## config.mk

```make
export PLATFORM = sky130hd
export DESIGN_NAME = instr_fetch
export DESIGN_NICKNAME = d
export VERILOG_FILES = /design/src/rtl/cpu_pkg.sv /design/src/rtl/instr_buf.sv /design/src/rtl/instr_fetch.sv
export SDC_FILE = /design/constraint.sdc
export NUM_CORES = 1
export LEC_CHECK = 0
export ABC_AREA = 0
export BUFFER_PORTS_ARGS = -buffer_cell sky130_fd_sc_hd__buf_2
export CAP_MARGIN = 10
export CORE_MARGIN = 2
export CORE_UTILIZATION = 53
export DETAILED_ROUTE_END_ITERATION = 7
export GPL_TIMING_DRIVEN = 0
export PLACE_DENSITY = 0.86
export SYNTH_ARGS = -nofsm -noshare
export SYNTH_HDL_FRONTEND = slang
export SYNTH_SLANG_ARGS = --single-unit
```

## constraint.sdc

```tcl
create_clock -name clk -period 2.4 [get_ports clk]
set_clock_uncertainty 0.2 [all_clocks]
set_input_delay 0.36 -clock clk [delete_from_list [all_inputs] [get_ports clk]]
set_output_delay 0.36 -clock clk [all_outputs]
set_load 0.005 [all_outputs]
```

## src/rtl/cpu_pkg.sv

```systemverilog
// Shared definitions for the 8-bit RISC CPU: opcodes, fetch FSM states and
// default bus widths.
package cpu_pkg;

   localparam int DEF_ADDR_W = 13;
   localparam int DEF_DATA_W = 8;

   typedef enum logic [2:0] {
      OP_HLT = 3'b000,
      OP_SKZ = 3'b001,
      OP_ADD = 3'b010,
      OP_AND = 3'b011,
      OP_XOR = 3'b100,
      OP_LDA = 3'b101,
      OP_STO = 3'b110,
      OP_JMP = 3'b111
   } opcode_t;

   typedef enum logic [1:0] {
      FETCH_LO = 2'd0,
      FETCH_HI = 2'd1,
      HOLD     = 2'd2,
      HALTED   = 2'd3
   } fetch_state_t;

   function automatic logic is_hlt(input logic [2:0] op);
      return op == OP_HLT;
   endfunction

endpackage

```

## src/rtl/instr_buf.sv

```systemverilog
// One assembled-instruction register {opcode, addr, pc, valid}.
// A load takes precedence over a clear so an entry can be replaced in place.
module instr_buf
   import cpu_pkg::*;
#(
   parameter int ADDR_W = DEF_ADDR_W
) (
   input  logic              clk,
   input  logic              rst,
   input  logic              load,
   input  logic              clear,
   input  logic [2:0]        new_opcode,
   input  logic [ADDR_W-1:0] new_addr,
   input  logic [ADDR_W-1:0] new_pc,
   output logic              valid,
   output logic [2:0]        opcode,
   output logic [ADDR_W-1:0] addr,
   output logic [ADDR_W-1:0] pc
);

   always_ff @(posedge clk) begin
      if (rst) begin
         valid  <= 1'b0;
         opcode <= '0;
         addr   <= '0;
         pc     <= '0;
      end else if (load) begin
         valid  <= 1'b1;
         opcode <= new_opcode;
         addr   <= new_addr;
         pc     <= new_pc;
      end else if (clear) begin
         valid  <= 1'b0;
      end
   end

endmodule

```

## src/rtl/instr_fetch.sv

```systemverilog
// Instruction fetch stage: reads two ROM bytes per instruction, owns the pc.
// FETCH_SKID_EN adds a one-entry skid buffer that keeps fetching while stalled.
module instr_fetch
   import cpu_pkg::*;
#(
   parameter int                ADDR_W   = DEF_ADDR_W,
   parameter int                DATA_W   = DEF_DATA_W,
   parameter logic [ADDR_W-1:0] RESET_PC = '0
) (
   input  logic              clk,
   input  logic              rst,
   output logic [ADDR_W-1:0] rom_addr,
   output logic              rom_rd,
   output logic              rom_ena,
   input  logic [DATA_W-1:0] rom_data,
   output logic              ir_valid,
   input  logic              ir_ready,
   output logic [2:0]        ir_opcode,
   output logic [ADDR_W-1:0] ir_addr,
   output logic [ADDR_W-1:0] ir_pc,
   input  logic              jmp_req,
   input  logic [ADDR_W-1:0] jmp_target,
   input  logic              skip_req,
   output logic              halted
);

   fetch_state_t      state, state_next;
   logic [ADDR_W-1:0] pc, pc_next;
   logic [DATA_W-1:0] lo_byte;
   logic [2:0]        new_opcode;
   logic [ADDR_W-1:0] new_addr;
   logic              done, xfer, hlt_xfer, skip_xfer, kill, out_free;
   logic              out_load, full_after, hlt_held;
   logic [2:0]        src_opcode;
   logic [ADDR_W-1:0] src_addr, src_pc;

   // High byte carries {opcode, addr[12:8]}; low byte was latched in FETCH_LO.
   assign new_opcode = rom_data[DATA_W-1 -: 3];
   assign new_addr   = {rom_data[ADDR_W-DATA_W-1:0], lo_byte};
   assign done       = state == FETCH_HI;
   assign xfer       = ir_valid && ir_ready;
   assign hlt_xfer   = xfer && is_hlt(ir_opcode);
   assign skip_xfer  = xfer && skip_req;
   assign kill       = jmp_req || hlt_xfer || skip_xfer;
   assign out_free   = !ir_valid || xfer;

`ifdef FETCH_SKID_EN
   logic              buf_valid, buf_load;
   logic [2:0]        buf_opcode;
   logic [ADDR_W-1:0] buf_addr, buf_pc;

   assign buf_load   = done && !kill && (!out_free || buf_valid);
   assign out_load   = out_free && !kill && (buf_valid || done);
   assign src_opcode = buf_valid ? buf_opcode : new_opcode;
   assign src_addr   = buf_valid ? buf_addr : new_addr;
   assign src_pc     = buf_valid ? buf_pc : pc;
   assign full_after = !out_free || buf_valid;
   // Never fetch past an HLT that is still waiting in the skid entry.
   assign hlt_held   = buf_valid && is_hlt(buf_opcode);

   instr_buf #(.ADDR_W(ADDR_W)) u_skid (
      .clk        (clk),
      .rst        (rst),
      .load       (buf_load),
      .clear      (kill || out_free),
      .new_opcode (new_opcode),
      .new_addr   (new_addr),
      .new_pc     (pc),
      .valid      (buf_valid),
      .opcode     (buf_opcode),
      .addr       (buf_addr),
      .pc         (buf_pc)
   );
`else
   assign out_load   = done && !kill;
   assign src_opcode = new_opcode;
   assign src_addr   = new_addr;
   assign src_pc     = pc;
   assign full_after = 1'b1;
   assign hlt_held   = 1'b0;
`endif

   instr_buf #(.ADDR_W(ADDR_W)) u_out (
      .clk        (clk),
      .rst        (rst),
      .load       (out_load),
      .clear      (kill || xfer),
      .new_opcode (src_opcode),
      .new_addr   (src_addr),
      .new_pc     (src_pc),
      .valid      (ir_valid),
      .opcode     (ir_opcode),
      .addr       (ir_addr),
      .pc         (ir_pc)
   );

   always_ff @(posedge clk) begin
      if (rst) begin
         state <= FETCH_LO;
         pc    <= RESET_PC;
      end else begin
         state <= state_next;
         pc    <= pc_next;
      end
   end

   always_ff @(posedge clk) begin
      if (state == FETCH_LO) lo_byte <= rom_data;
   end

   always_comb begin
      state_next = state;
      pc_next    = pc;
      if (jmp_req) begin
         state_next = FETCH_LO;
         pc_next    = jmp_target;
      end else if (hlt_xfer) begin
         state_next = HALTED;
      end else if (skip_xfer) begin
         // Restart two instructions past the one just delivered.
         state_next = FETCH_LO;
         pc_next    = ir_pc + ADDR_W'(4);
      end else begin
         case (state)
            FETCH_LO: state_next = FETCH_HI;
            FETCH_HI: begin
               pc_next    = pc + ADDR_W'(2);
               state_next = (is_hlt(new_opcode) || full_after) ? HOLD : FETCH_LO;
            end
            HOLD:     if (xfer && !hlt_held) state_next = FETCH_LO;
            default:  state_next = state;
         endcase
      end
   end

   always_comb begin
      rom_addr = pc;
      rom_rd   = 1'b0;
      if (!rst) begin
         case (state)
            FETCH_LO: rom_rd = 1'b1;
            FETCH_HI: begin
               rom_addr = pc + ADDR_W'(1);
               rom_rd   = 1'b1;
            end
            default:  rom_rd = 1'b0;
         endcase
      end
   end

   assign rom_ena = rom_rd;
   assign halted  = state == HALTED;

endmodule
```

==> impl_metrics.json <==
{
  "irDropWorstVdd_uv": 527.7,
  "hold_class": "input pin to flip-flop",
  "arrival_ns": 1.91,
  "synth_seq_cells": 53,
  "dr.pass1.iters": 5,
  "core_sq_um": 5205,
  "fillers": 424,
  "drt-met1-wl_um": 3360,
  "clock_power_share": 0.286,
  "status": "finished with violations",
  "syn_to_final_growth_pct": 23.03,
  "grt_max_degree": 18,
  "worst_pin_slew_ns": 0.7169,
  "cts_sinks": 53,
  "seq_area_frac_synth": 0.3926,
  "synth_edf_count": 8,
  "power_uw": 2182,
  "multi_input_area_sq_um": 1649,
  "gp_congestion": 0.9112,
  "wl_per_cell_um": 16.57,
  "clkLatencyLatePin_ns": 0.31,
  "fin_util": 0.6870,
  "overflow": 0,
  "synthFlopType": "dfxtp_1",
  "synthCells": 333,
  "wl_um": 8088,
  "reg2reg_slack_ns": 0.36,
  "ant_nets": 0,
  "power.density_nw_per_um2": 610.2,
  "fin_nets": 450,
  "die_y_um": 78.06,
  "seqPwrFrac": 0.480,
  "grt_pass1_wl_um": 12750,
  "htreeDepth": 2,
  "clockBufferDepth": 2,
  "syn_nets": 366,
  "p_sw_uw": 663.7,
  "num_rows": 26,
  "numPortBuffers": 71,
  "start_util": 0.5584,
  "postPlaceCellArea_sq_um": 3349,
  "leakage_uw": 0.001428,
  "critical_path.max_fanout": 3,
  "setup_viol": 3,
  "p_comb_frac": 0.234,
  "async_flop_share": 0,
  "cts_root_buffer": "clkbuf_8",
  "drt-initial-drc-count": 275,
  "cts_tree": "done",
  "routed-wl-met3_um": 663,
  "routed-via-count": 2811,
  "grt_usage": 0.2658,
  "syn_area_per_cell_sq_um": 8.728,
  "cp.required_ns": 1.84,
  "finalHoldViolCount": 0,
  "cp-start-kind": "flip-flop",
  "diodes": 0,
  "cell_internal_pwr_uw": 1518,
  "wl_met2_um": 3907,
  "relSlewSlack": 0.5221,
  "antenna_found_initial": 0,
  "setup_ws_ns": -0.06915,
  "timing.final.crit_share": 1.029,
  "regArea_sq_um": 1150,
  "synth-warning-count": 0,
  "drv_slew": 0,
  "place_hpwl_um": 5595,
  "p_sw_frac": 0.3042,
  "dieArea_sq_um": 6093,
  "criticalPathCategory": "flip-flop to primary output",
  "min_period_ns": 2.469,
  "drc": 0,
  "chipWidth_um": 78.06,
  "grt_pass1_vias": 2622,
  "clk_pin_slew_ns": 0.10,
  "cap_violations": 0,
  "vias_per_cell": 5.760,
  "ys_types": 54,
  "io_pins": 72,
  "top_layer": "met4",
  "syn-cell-area_sq_um": 2907,
  "layout-drive-gt1-share": 0.3876,
  "violations": "negative setup slack",
  "rsz0062_at_grt": "true",
  "finish.instance_area_sq_um": 3576,
  "fin_tns_setup_ns": -0.1528,
  "end_kind": "primary output",
  "fmax_mhz": 405.0,
  "pre_cts_slack_ns": -0.1897,
  "cts_buffers": 5
}
[worst max-delay path: stages (launching register included)]
cell,delay (ns)
dfxtp_2,0.33
inv_2,0.08
ha_4,0.16
nor2b_4,0.17
nand4_1,0.17
or2_4,0.31
nor2_4,0.11
xor2_1,0.15
buf_2,0.13
[through the flow]
step,hold slack [ns],instances
6_report,0.04336,488
5_1_grt,0.02619,488
4_1_cts,0.03623,486
3_5_place_dp,0.2536,474
3_3_place_gp,0.2527,474
2_1_floorplan,0.2589,333
[path summary, 6_finish.rpt]
kind	startpoint	end	cells past startpoint
min	rom_data[3]	lo_byte[3]	1
min reg2reg	u_out.addr[8]	u_out.addr[8]	2
max	state[1]	rom_addr[10]	8
max reg2reg	state[1]	pc[2]	8
[flip-flops by register name, summed over array words and instances (netlist names)]
signal        flops
state             2
u_out.opcode      3
u_out.pc         13
pc               13
lo_byte           8
u_out.valid       1
u_out.addr       13
[per-layer routing]
layer	track usage	vias to the layer above
met5	0	-
met4	0.09298	0
met3	0.05747	15
met2	0.4422	155
met1	0.3418	1312
li1	-	1329
[synth_stat cells, types with 3 or more instances]
master | number | area [sq um]
a21oi_1 | 17 | 85.08
o211ai_1 | 5 | 37.54
nor3_1 | 6 | 30.03
edfxtp_1 | 8 | 240.2
nor4_1 | 3 | 18.77
nand4_1 | 6 | 37.54
a21oi_2 | 20 | 175.2
nand2_2 | 20 | 125.1
buf_2 | 7 | 35.03
clkbuf_1 | 9 | 33.78
inv_1 | 7 | 26.28
nand3_1 | 12 | 60.06
dfxtp_1 | 45 | 900.9
a211oi_1 | 6 | 45.04
nor2_1 | 20 | 75.07
xnor2_1 | 17 | 148.9
o21ai_0 | 4 | 20.02
nand2_1 | 55 | 206.5
mux2i_1 | 3 | 30.03
o2111a_1 | 3 | 33.78
ha_1 | 7 | 87.58
xor2_1 | 11 | 96.34
[cells by family after synthesis]
kind of cell               share of synthesized area
buffers and inverters                        0.05897
AOI/OAI and AO/OA                             0.1924
and+or+nand+nor                               0.2273
adders and majority gates                    0.03013
xor gates and xnor gates                     0.08437
muxes                                        0.01421
DFF                                           0.3926
[power by group through the flow]
stage	Combinational [uW]	Clock [uW]	Sequential, uW
2_1_floorplan	317	0	1050
3_3_place_gp	455	0	1060
3_5_place_dp	470	0	1060
4_1_cts	496	628	1040
5_1_grt	555	664	1050
6_report	511	625	1050
[placed cells by master, fill, tap and decap left out, drive strengths merged, types with 2 or more instances in the layout]
master | synthesis | routed
inv | 7 | 7
edfxtp | 8 | 8
ha | 7 | 7
a21oi | 37 | 37
mux2i | 3 | 3
o2111a | 3 | 3
nor2 | 21 | 21
and4 | 2 | 2
o211ai | 5 | 5
o21ai | 4 | 4
nand2 | 75 | 75
dfxtp | 45 | 45
a32o | 2 | 2
clkbuf | 10 | 15
nor4 | 3 | 3
nand3 | 13 | 13
nor3 | 6 | 6
xor2 | 11 | 11
nand4 | 6 | 6
and3 | 3 | 3
buf | 14 | 91
a22oi | 2 | 2
o22ai | 2 | 2
a31oi | 3 | 3
or2 | 3 | 3
xnor2 | 17 | 17
a211oi | 6 | 6
clkinv | 1 | 2
[what timing repair did]
action | CTS | global route
hold buffers | 0 | 0
setup endpoints to repair | 11 | 8
pin swaps | 2 | 4
gates resized for setup | 16 | 5
buffers inserted | 4 | 3
[cell type report]
| cell class | count | share of cell area |
|---|---|---|
| inverter | 8 | 0.008397 |
| clock inverter | 3 | 0.01295 |
| timing repair buffer | 78 | 0.1141 |
| clock buffer | 5 | 0.01924 |
| buffer | 23 | 0.03814 |
| tap | 70 | 0.02449 |
| sequential | 53 | 0.3216 |
| multi-input combinational | 248 | 0.4612 |
No activity file was read; power rests on OpenSTA's default activity.
